[src/rtl/axi_cdc_txn_gate.sv]
// axi_cdc_txn_gate: source-side AXI handshake gate that caps outstanding txns and sequences isolate/drain
//   clk_i, rst_i          clock, async active-high reset
//   isolate_i/isolated_o  isolation request level / registered ISOLATED indication
//   slv_*/mst_*           AW/W/B/AR/R valid-ready pairs, upstream master side / CDC side
//   wr_cnt_o, rd_cnt_o    outstanding write/read counts; cnt_err_o sticky underflow flag
module axi_cdc_txn_gate #(
   parameter int MaxWrTxns = 12,
   parameter int MaxRdTxns = 10,
   parameter int CntWidth  = $clog2(((MaxWrTxns > MaxRdTxns) ? MaxWrTxns : MaxRdTxns) + 1)
) (
   input  logic                clk_i,
   input  logic                rst_i,
   input  logic                isolate_i,
   output logic                isolated_o,
   input  logic                slv_aw_valid_i,
   output logic                slv_aw_ready_o,
   output logic                mst_aw_valid_o,
   input  logic                mst_aw_ready_i,
   input  logic                slv_w_valid_i,
   output logic                slv_w_ready_o,
   output logic                mst_w_valid_o,
   input  logic                mst_w_ready_i,
   input  logic                mst_b_valid_i,
   output logic                mst_b_ready_o,
   output logic                slv_b_valid_o,
   input  logic                slv_b_ready_i,
   input  logic                slv_ar_valid_i,
   output logic                slv_ar_ready_o,
   output logic                mst_ar_valid_o,
   input  logic                mst_ar_ready_i,
   input  logic                mst_r_valid_i,
   output logic                mst_r_ready_o,
   output logic                slv_r_valid_o,
   input  logic                slv_r_ready_i,
   input  logic                mst_r_last_i,
   output logic [CntWidth-1:0] wr_cnt_o,
   output logic [CntWidth-1:0] rd_cnt_o,
   output logic                cnt_err_o
);
   typedef enum logic [1:0] {RUN, DRAIN, ISOLATED} state_e;
   localparam logic [CntWidth-1:0] WrMax = CntWidth'(MaxWrTxns);
   localparam logic [CntWidth-1:0] RdMax = CntWidth'(MaxRdTxns);
   state_e state_q, state_d;
   logic [CntWidth-1:0] wr_cnt_q, wr_cnt_d, rd_cnt_q, rd_cnt_d;
   logic aw_hold_q, aw_hold_d, ar_hold_q, ar_hold_d;
   logic cnt_err_q, cnt_err_d, isolated_q, isolated_d;
   logic allow_aw, allow_ar, w_en;
   logic aw_hs, b_hs, ar_hs, rl_hs, idle_d;
   always_ff @(posedge clk_i or posedge rst_i) begin
      if (rst_i) begin
         state_q    <= RUN;
         wr_cnt_q   <= '0;
         rd_cnt_q   <= '0;
         aw_hold_q  <= 1'b0;
         ar_hold_q  <= 1'b0;
         cnt_err_q  <= 1'b0;
         isolated_q <= 1'b0;
      end else begin
         state_q    <= state_d;
         wr_cnt_q   <= wr_cnt_d;
         rd_cnt_q   <= rd_cnt_d;
         aw_hold_q  <= aw_hold_d;
         ar_hold_q  <= ar_hold_d;
         cnt_err_q  <= cnt_err_d;
         isolated_q <= isolated_d;
      end
   end
   // Counters and holds; simultaneous inc+dec nets to no change and is never an underflow.
   always_comb begin
      aw_hs     = mst_aw_valid_o & mst_aw_ready_i;
      b_hs      = mst_b_valid_i & slv_b_ready_i;
      ar_hs     = mst_ar_valid_o & mst_ar_ready_i;
      rl_hs     = mst_r_valid_i & slv_r_ready_i & mst_r_last_i;
      wr_cnt_d  = (aw_hs && !b_hs) ? ((wr_cnt_q == WrMax) ? wr_cnt_q : wr_cnt_q + 1'b1) :
                  (b_hs && !aw_hs) ? ((wr_cnt_q == '0) ? '0 : wr_cnt_q - 1'b1) : wr_cnt_q;
      rd_cnt_d  = (ar_hs && !rl_hs) ? ((rd_cnt_q == RdMax) ? rd_cnt_q : rd_cnt_q + 1'b1) :
                  (rl_hs && !ar_hs) ? ((rd_cnt_q == '0) ? '0 : rd_cnt_q - 1'b1) : rd_cnt_q;
      cnt_err_d = cnt_err_q | (b_hs & ~aw_hs & (wr_cnt_q == '0)) | (rl_hs & ~ar_hs & (rd_cnt_q == '0));
      aw_hold_d = mst_aw_valid_o & ~mst_aw_ready_i;
      ar_hold_d = mst_ar_valid_o & ~mst_ar_ready_i;
   end
   // Drain completes on next-state values so isolation lands on the edge that retires the last txn.
   always_comb begin
      idle_d     = (wr_cnt_d == '0) && (rd_cnt_d == '0) && !aw_hold_d && !ar_hold_d;
      state_d    = (state_q == RUN) ? (isolate_i ? DRAIN : RUN) :
                   !isolate_i ? RUN :
                   (state_q == ISOLATED || idle_d) ? ISOLATED : DRAIN;
      isolated_d = state_d == ISOLATED;
   end
   // A presented AW/AR stays open until accepted, regardless of limit or isolation.
   always_comb begin
      allow_aw = aw_hold_q | (state_q == RUN && wr_cnt_q < WrMax);
      allow_ar = ar_hold_q | (state_q == RUN && rd_cnt_q < RdMax);
      w_en     = state_q != ISOLATED;
   end
   assign mst_aw_valid_o = slv_aw_valid_i & allow_aw;
   assign slv_aw_ready_o = mst_aw_ready_i & allow_aw;
   assign mst_ar_valid_o = slv_ar_valid_i & allow_ar;
   assign slv_ar_ready_o = mst_ar_ready_i & allow_ar;
   assign mst_w_valid_o  = slv_w_valid_i & w_en;
   assign slv_w_ready_o  = mst_w_ready_i & w_en;
   assign slv_b_valid_o  = mst_b_valid_i;
   assign mst_b_ready_o  = slv_b_ready_i;
   assign slv_r_valid_o  = mst_r_valid_i;
   assign mst_r_ready_o  = slv_r_ready_i;
   assign wr_cnt_o       = wr_cnt_q;
   assign rd_cnt_o       = rd_cnt_q;
   assign cnt_err_o      = cnt_err_q;
   assign isolated_o     = isolated_q;
endmodule

[config.mk]
export PLATFORM = sky130hd
export DESIGN_NAME = axi_cdc_txn_gate
export DESIGN_NICKNAME = d
export VERILOG_FILES = /design/src/rtl/axi_cdc_txn_gate.sv
export SDC_FILE = /design/constraint.sdc
export NUM_CORES = 1
export LEC_CHECK = 0
export BUFFER_PORTS_ARGS = -buffer_cell sky130_fd_sc_hd__buf_2
export CAP_MARGIN = 10
export CELL_PAD_IN_SITES_DETAIL_PLACEMENT = 0
export CELL_PAD_IN_SITES_GLOBAL_PLACEMENT = 1
export CORE_ASPECT_RATIO = 1.2
export CORE_MARGIN = 2
export CORE_UTILIZATION = 40
export DETAILED_ROUTE_END_ITERATION = 10
export HOLD_SLACK_MARGIN = 0.15
export MAX_ROUTING_LAYER = met4
export PLACE_DENSITY = 0.84
export REMOVE_ABC_BUFFERS = 1
export SETUP_SLACK_MARGIN = 0.3
export SYNTH_ARGS = -nofsm -noshare
export SYNTH_HDL_FRONTEND = slang
export SYNTH_SLANG_ARGS = --single-unit
[constraint.sdc]
create_clock -name clk_i -period 4.15 [get_ports clk_i]
set_clock_uncertainty 0.15 [all_clocks]
set_input_delay 0.415 -clock clk_i [delete_from_list [all_inputs] [get_ports clk_i]]
set_output_delay 0.415 -clock clk_i [all_outputs]
set_load 0.005 [all_outputs]
# Word-level counts from Yosys, hierarchy flattened

Index checks and enable logic that the tools add are counted.

Register bits: 14
Output and inout bits: 20

Add/sub/neg operators: 4
Magnitude comparators: 2
Equality and inequality tests: 5
Multiplexer cells: 12
Bitwise operators: 25
Reduce and logical (&&, ||, !) cells: 21

Operator list:

| kind                                              | count |
|---|---|
| 2-to-1 mux 4 bit                                  | 8 |
| AND 1 bit                                         | 17 |
| logical NOT 4 bit                                 | 4 |
| logical AND 1 bit                                 | 9 |
| adder 4 x 1 -> 4 bit, second input constant       | 2 |
| equality test 4 bit, second input constant        | 2 |
| less-than comparator 4 bit, second input constant | 2 |
| subtractor 4 x 1 -> 4 bit, second input constant  | 2 |
| logical NOT 1 bit                                 | 6 |
| 2-to-1 mux 2 bit                                  | 3 |
| equality test 2 bit, second input constant        | 2 |
| NOT 1 bit                                         | 4 |
| bitwise OR 1 bit                                  | 4 |
| logical NOT 2 bit                                 | 1 |
| != test 2 bit, second input constant              | 1 |
| logical OR 1 bit                                  | 1 |
| 2-to-1 mux 1 bit                                  | 1 |

# Logic depth before layout (Yosys ltp)

Depth in word-level cells: 18
Depth in mapped cells: 9
Depth with buffers taken out: 9

# Worst setup path after synthesis

No wires, ideal clock.

Path type: register to register
From: register wr_cnt_q[2] (netlist: wr_cnt_o[2])
To: register isolated_q (netlist: isolated_o)
Setup time: 0.066 ns
Arrival time: 1.983 ns
Setup slack: 1.951 ns
Stages on the path, launching flop included: 9
Cell sequence: dfrtp_1 buf_6 a211oi_4 o211a_1 mux2i_1 xnor2_1 a21oi_1 nor4bb_2 a31o_1

Word-level cells in the longest chain between the ends: 18

RTL lines:

| item                                | line | source |
|---|---|---|
| start: declaration                  | 44   | `logic [CntWidth-1:0] wr_cnt_q, wr_cnt_d, rd_cnt_q, rd_cnt_d;` |
| start signal: assignment            | 60   | `wr_cnt_q <= wr_cnt_d;` |
| less-than comparator 4 bit          | 92   | `allow_aw = aw_hold_q \| (state_q == RUN && wr_cnt_q < WrMax);` |
| logical AND 1 bit                   | 92   |  |
| bitwise OR 1 bit                    | 92   |  |
| AND 1 bit                           | 96   | `assign mst_aw_valid_o = slv_aw_valid_i & allow_aw;` |
| AND 1 bit                           | 70   | `aw_hs = mst_aw_valid_o & mst_aw_ready_i;` |
| logical NOT 1 bit                   | 75   | `(b_hs && !aw_hs) ? ((wr_cnt_q == '0) ? '0 : wr_cnt_q - 1'b1) : wr_cnt_q;` |
| logical AND 1 bit                   | 75   |  |
| 2-to-1 mux 4 bit                    | 75   |  |
| [... 1 more ...]                    | n/a  |  |
| net wr_cnt_d[0]                     | 44   |  |
| logical NOT 4 bit (*)               | 84   | `idle_d = (wr_cnt_d == '0) && (rd_cnt_d == '0) && !aw_hold_d && !ar_hold_d;` |
| logical AND 1 bit (*) (3 in series) | 84   |  |
| logical OR 1 bit (*)                | 87   | `(state_q == ISOLATED \|\| idle_d) ? ISOLATED : DRAIN;` |
| 2-to-1 mux 2 bit (*)                | 87   |  |
| 2-to-1 mux 2 bit (*)                | 86   | `!isolate_i ? RUN :` |
| 2-to-1 mux 2 bit (*)                | 85   | `state_d = (state_q == RUN) ? (isolate_i ? DRAIN : RUN) :` |
| equality test 2 bit (*)             | 88   | `isolated_d = state_d == ISOLATED;` |
| net isolated_d                      | 46   | `logic cnt_err_q, cnt_err_d, isolated_q, isolated_d;` |
| end signal: assignment              | 65   | `isolated_q <= isolated_d;` |
| end: declaration                    | 46   |  |

Mark *: on every way through the listed nets, which the timed path passes. The rest lies on a longest branch.

# Final worst setup path

Ends and elaborated chain as after synthesis.

==> flow_metrics.tcl <==
set metrics [dict create \
    clock_sinks 14 \
    htreeDepth 1 \
    slew_viol_final 0 \
    max_clock_freq_mhz 409 \
    gp_congestion 0.903 \
    cp-end-kind "register" \
    hpwl_um 2270 \
    setup_violations 0 \
    cts-root-buf "clkbuf_4" \
    core-area_mm2 0.00281 \
    synth_top_family_by_area "simple AND/OR/NAND/NOR gates" \
    nets 194 \
    synth_top_area_share 0.292 \
    drtIter0Drc 70 \
    yosysUniqueCellTypes 42 \
    worstPathArrival_ns 2.50 \
    clk_pin_slew_ns 0.08 \
    ant_nets 0 \
    start_kind "register" \
    io-pin-count 34 \
    regToRegStartpoint "wr_cnt_o[2]" \
    outcome "finished clean" \
    diodes 0 \
    synth_warnings 0 \
    r2r_cells 7 \
    via_per_inst 5.79 \
    rsz0062_at_grt "no" \
    static-leakage-power_nw 0.630 \
    grt_max_degree 15 \
    grt_first_pass_wirelength_um 4920 \
    drc_errors 0 \
    synthXorXnorAreaFrac 0.0219 \
    tns_ns 0 \
    timing.rr.end "isolated_o" \
    num_vias 1199 \
    fin_util 0.491 \
    cp_max_fo 11 \
    hold_ws_ns 0.214 \
    worst_slew_pin_slew_ns 0.533 \
    wl_um 2900 \
    min_delay_path_depth 2 \
    cts_buffer_depth 2 \
    dieHeight_um 64.0 \
    insertion_delay_ns 0.27 \
    rows 21 \
    avgSynthCellArea_um2 8.32 \
    min_path_type "in2reg" \
    drive_above_1_share 0.243 \
    tritoncts "built" \
    hold_viol_final 0 \
    period_needed_ns 2.44 \
    maxCapViolations 0 \
    ir_worst_vdd_v 0.000327 \
    cts_resized 0 \
    cts_buffers 3 \
    fin_area_mm2 0.00138 \
    firstDrtPassIters 5 \
    die_area_mm2 0.00345 \
    muxShareOfSynthArea 0.00835 \
    synthDominantAreaCellType "dfrtp_1" \
    grt-ovfl-total 0 \
    powerDensity_mw_per_mm2 563 \
    min_from "mst_ar_ready_i" \
    synth_compound_area_frac 0.263 \
    crit_required_ns 4.21 \
    grt_antenna_before_repair 0 \
    slew_headroom 0.644 \
    period_share 0.589 \
    syn2layout_area_growth_pct 15.1 \
    synth_cells 144 \
    synth_seq_cells 14 \
    worstSetupPathType "reg2reg" \
    grt_usage 0.193 \
    whs_endpoint "ar_hold_q" \
    synth_area_leaders "dfrtp_1 (29%), nor2_1 (5.9%), ha_1 (5.2%)" \
    port-buffer-count 33 \
    wire_per_inst_um 14.0 \
    r2r_setup_slack_ns 1.71 \
    die_x_um 54.0 \
    synthAdderAreaFrac 0.0522 \
    synthesis.area_mm2 0.00120 \
    synthSimpleGateAreaFrac 0.291 \
    first_global_vias 1139 \
    dpl_cell_area_mm2 0.00135 \
    synth-seq-area-share 0.292 \
    start_util 0.426 \
]
## cell type report
class | instances | area (µm²)
Sequential cell | 14 | 350
Fill cell | 283 | 1430
Clock buffer | 3 | 22.5
Timing Repair Buffer | 34 | 175
Multi-Input combinational cell | 115 | 763
Inverter | 7 | 26.3
Tap cell | 34 | 42.5
## critical path, stage by stage (launching register included)
cell      delay (ns)
dfrtp_1         0.51
a211oi_4        0.37
o211a_1         0.27
mux2i_1         0.24
xnor2_1         0.14
a21oi_1         0.08
nor4bb_2        0.40
a31o_1          0.21
## metrics by stage
| step | std cells | total power [mW] | worst slack, ns |
|---|---|---|---|
| 3_5_place_dp | 203 | 0.704 | 1.72 |
| 2_1_floorplan | 136 | 0.561 | 1.95 |
| 4_1_cts | 207 | 0.778 | 1.70 |
| 5_1_grt | 207 | 0.855 | 1.48 |
| 6_report | 207 | 0.776 | 1.71 |
| 3_3_place_gp | 203 | 0.696 | 1.79 |
## cell usage in the layout (no fill, tap or decap), drive strengths merged, types with 2 or more instances in the layout
master,count
buf,33
nor2,19
dfrtp,14
a21oi,12
nand3,11
nand2,10
o21ai,9
inv,7
nor2b,5
ha,5
and2,4
nand2b,3
xnor2,3
clkbuf,3
o211ai,3
a211oi,3
and3,2
nor3,2
o22ai,2
nand3b,2
nor4,2
a31o,2
o211a,2
## worst max path at each step
| stage | start | to | slack (ns) | depth (start not counted) |
|---|---|---|---|---|
| 2_1_floorplan | wr_cnt_o[2] | isolated_o | 1.95 | 7 |
| 3_3_place_gp | wr_cnt_o[2] | isolated_o | 1.79 | 7 |
| 3_5_place_dp | wr_cnt_o[2] | isolated_o | 1.72 | 7 |
| 4_1_cts | wr_cnt_o[2] | isolated_o | 1.70 | 7 |
| 5_1_grt | rd_cnt_o[1] | isolated_o | 1.48 | 9 |
| 6_report | wr_cnt_o[2] | isolated_o | 1.71 | 7 |
## cell families (layout without fill, tap and decap cells)
| family | count (synthesis) | after routing |
|---|---|---|
| AND/OR/NAND/NOR | 66 | 66 |
| AO/OA/AOI/OAI | 40 | 40 |
| buffers and inverters | 15 | 44 |
| flip-flops | 14 | 14 |
| adder cells (fa/ha/maj) | 5 | 5 |
| XOR/XNOR | 3 | 3 |
| multiplexers | 1 | 1 |
## routing by layer
layer,vias up,GRT usage,wire (µm)
met5,-,-,0
met4,0,0.0813,82
met3,11,0.0210,170
met2,50,0.314,1490
met1,556,0.236,1160
li1,582,-,-
## what timing repair did
| item | CTS | global route |
|---|---|---|
| endpoints found under the hold margin | 14 | 0 |
| hold buffers | 1 | 0 |
| setup buffers | 0 | 0 |
## synth_stat cells, drive strengths merged
| cell | n |
|---|---|
| and4 | 1 |
| a31o | 2 |
| nor3 | 2 |
| and3 | 2 |
| o221a | 1 |
| o32ai | 1 |
| and2 | 4 |
| a311oi | 1 |
| nor2b | 5 |
| dfrtp | 14 |
| nand2b | 3 |
| buf | 8 |
| nand3 | 11 |
| inv | 7 |
| xnor2 | 3 |
| a211o | 1 |
| nor4bb | 1 |
| a221o | 1 |
| ha | 5 |
| mux2i | 1 |
| a22oi | 1 |
| a21oi | 12 |
| o211a | 2 |
| o211ai | 3 |
| o22ai | 2 |
| nor4 | 2 |
| or4b | 1 |
| nand4bb | 1 |
| a211oi | 3 |
| nand3b | 2 |
| and2b | 1 |
| nand2 | 10 |
| o21ai | 9 |
| nor2 | 19 |
| nand4 | 1 |
| o2111ai | 1 |
## power breakdown
group	leakage, nW	internal, mW	switching [mW]	total (mW)
registers	0.174	0.182	0.104	0.286
clock network	0.0138	0.0336	0.0394	0.0730
logic	0.442	0.194	0.223	0.418
## sequential cells by signal, summed over array words and instances, names as in the netlist
signal      cells
cnt_err_o       1
ar_hold_q       1
aw_hold_q       1
rd_cnt_o        4
isolated_o      1
wr_cnt_o        4
state_q         2
Power figures use the tool's default switching activity.
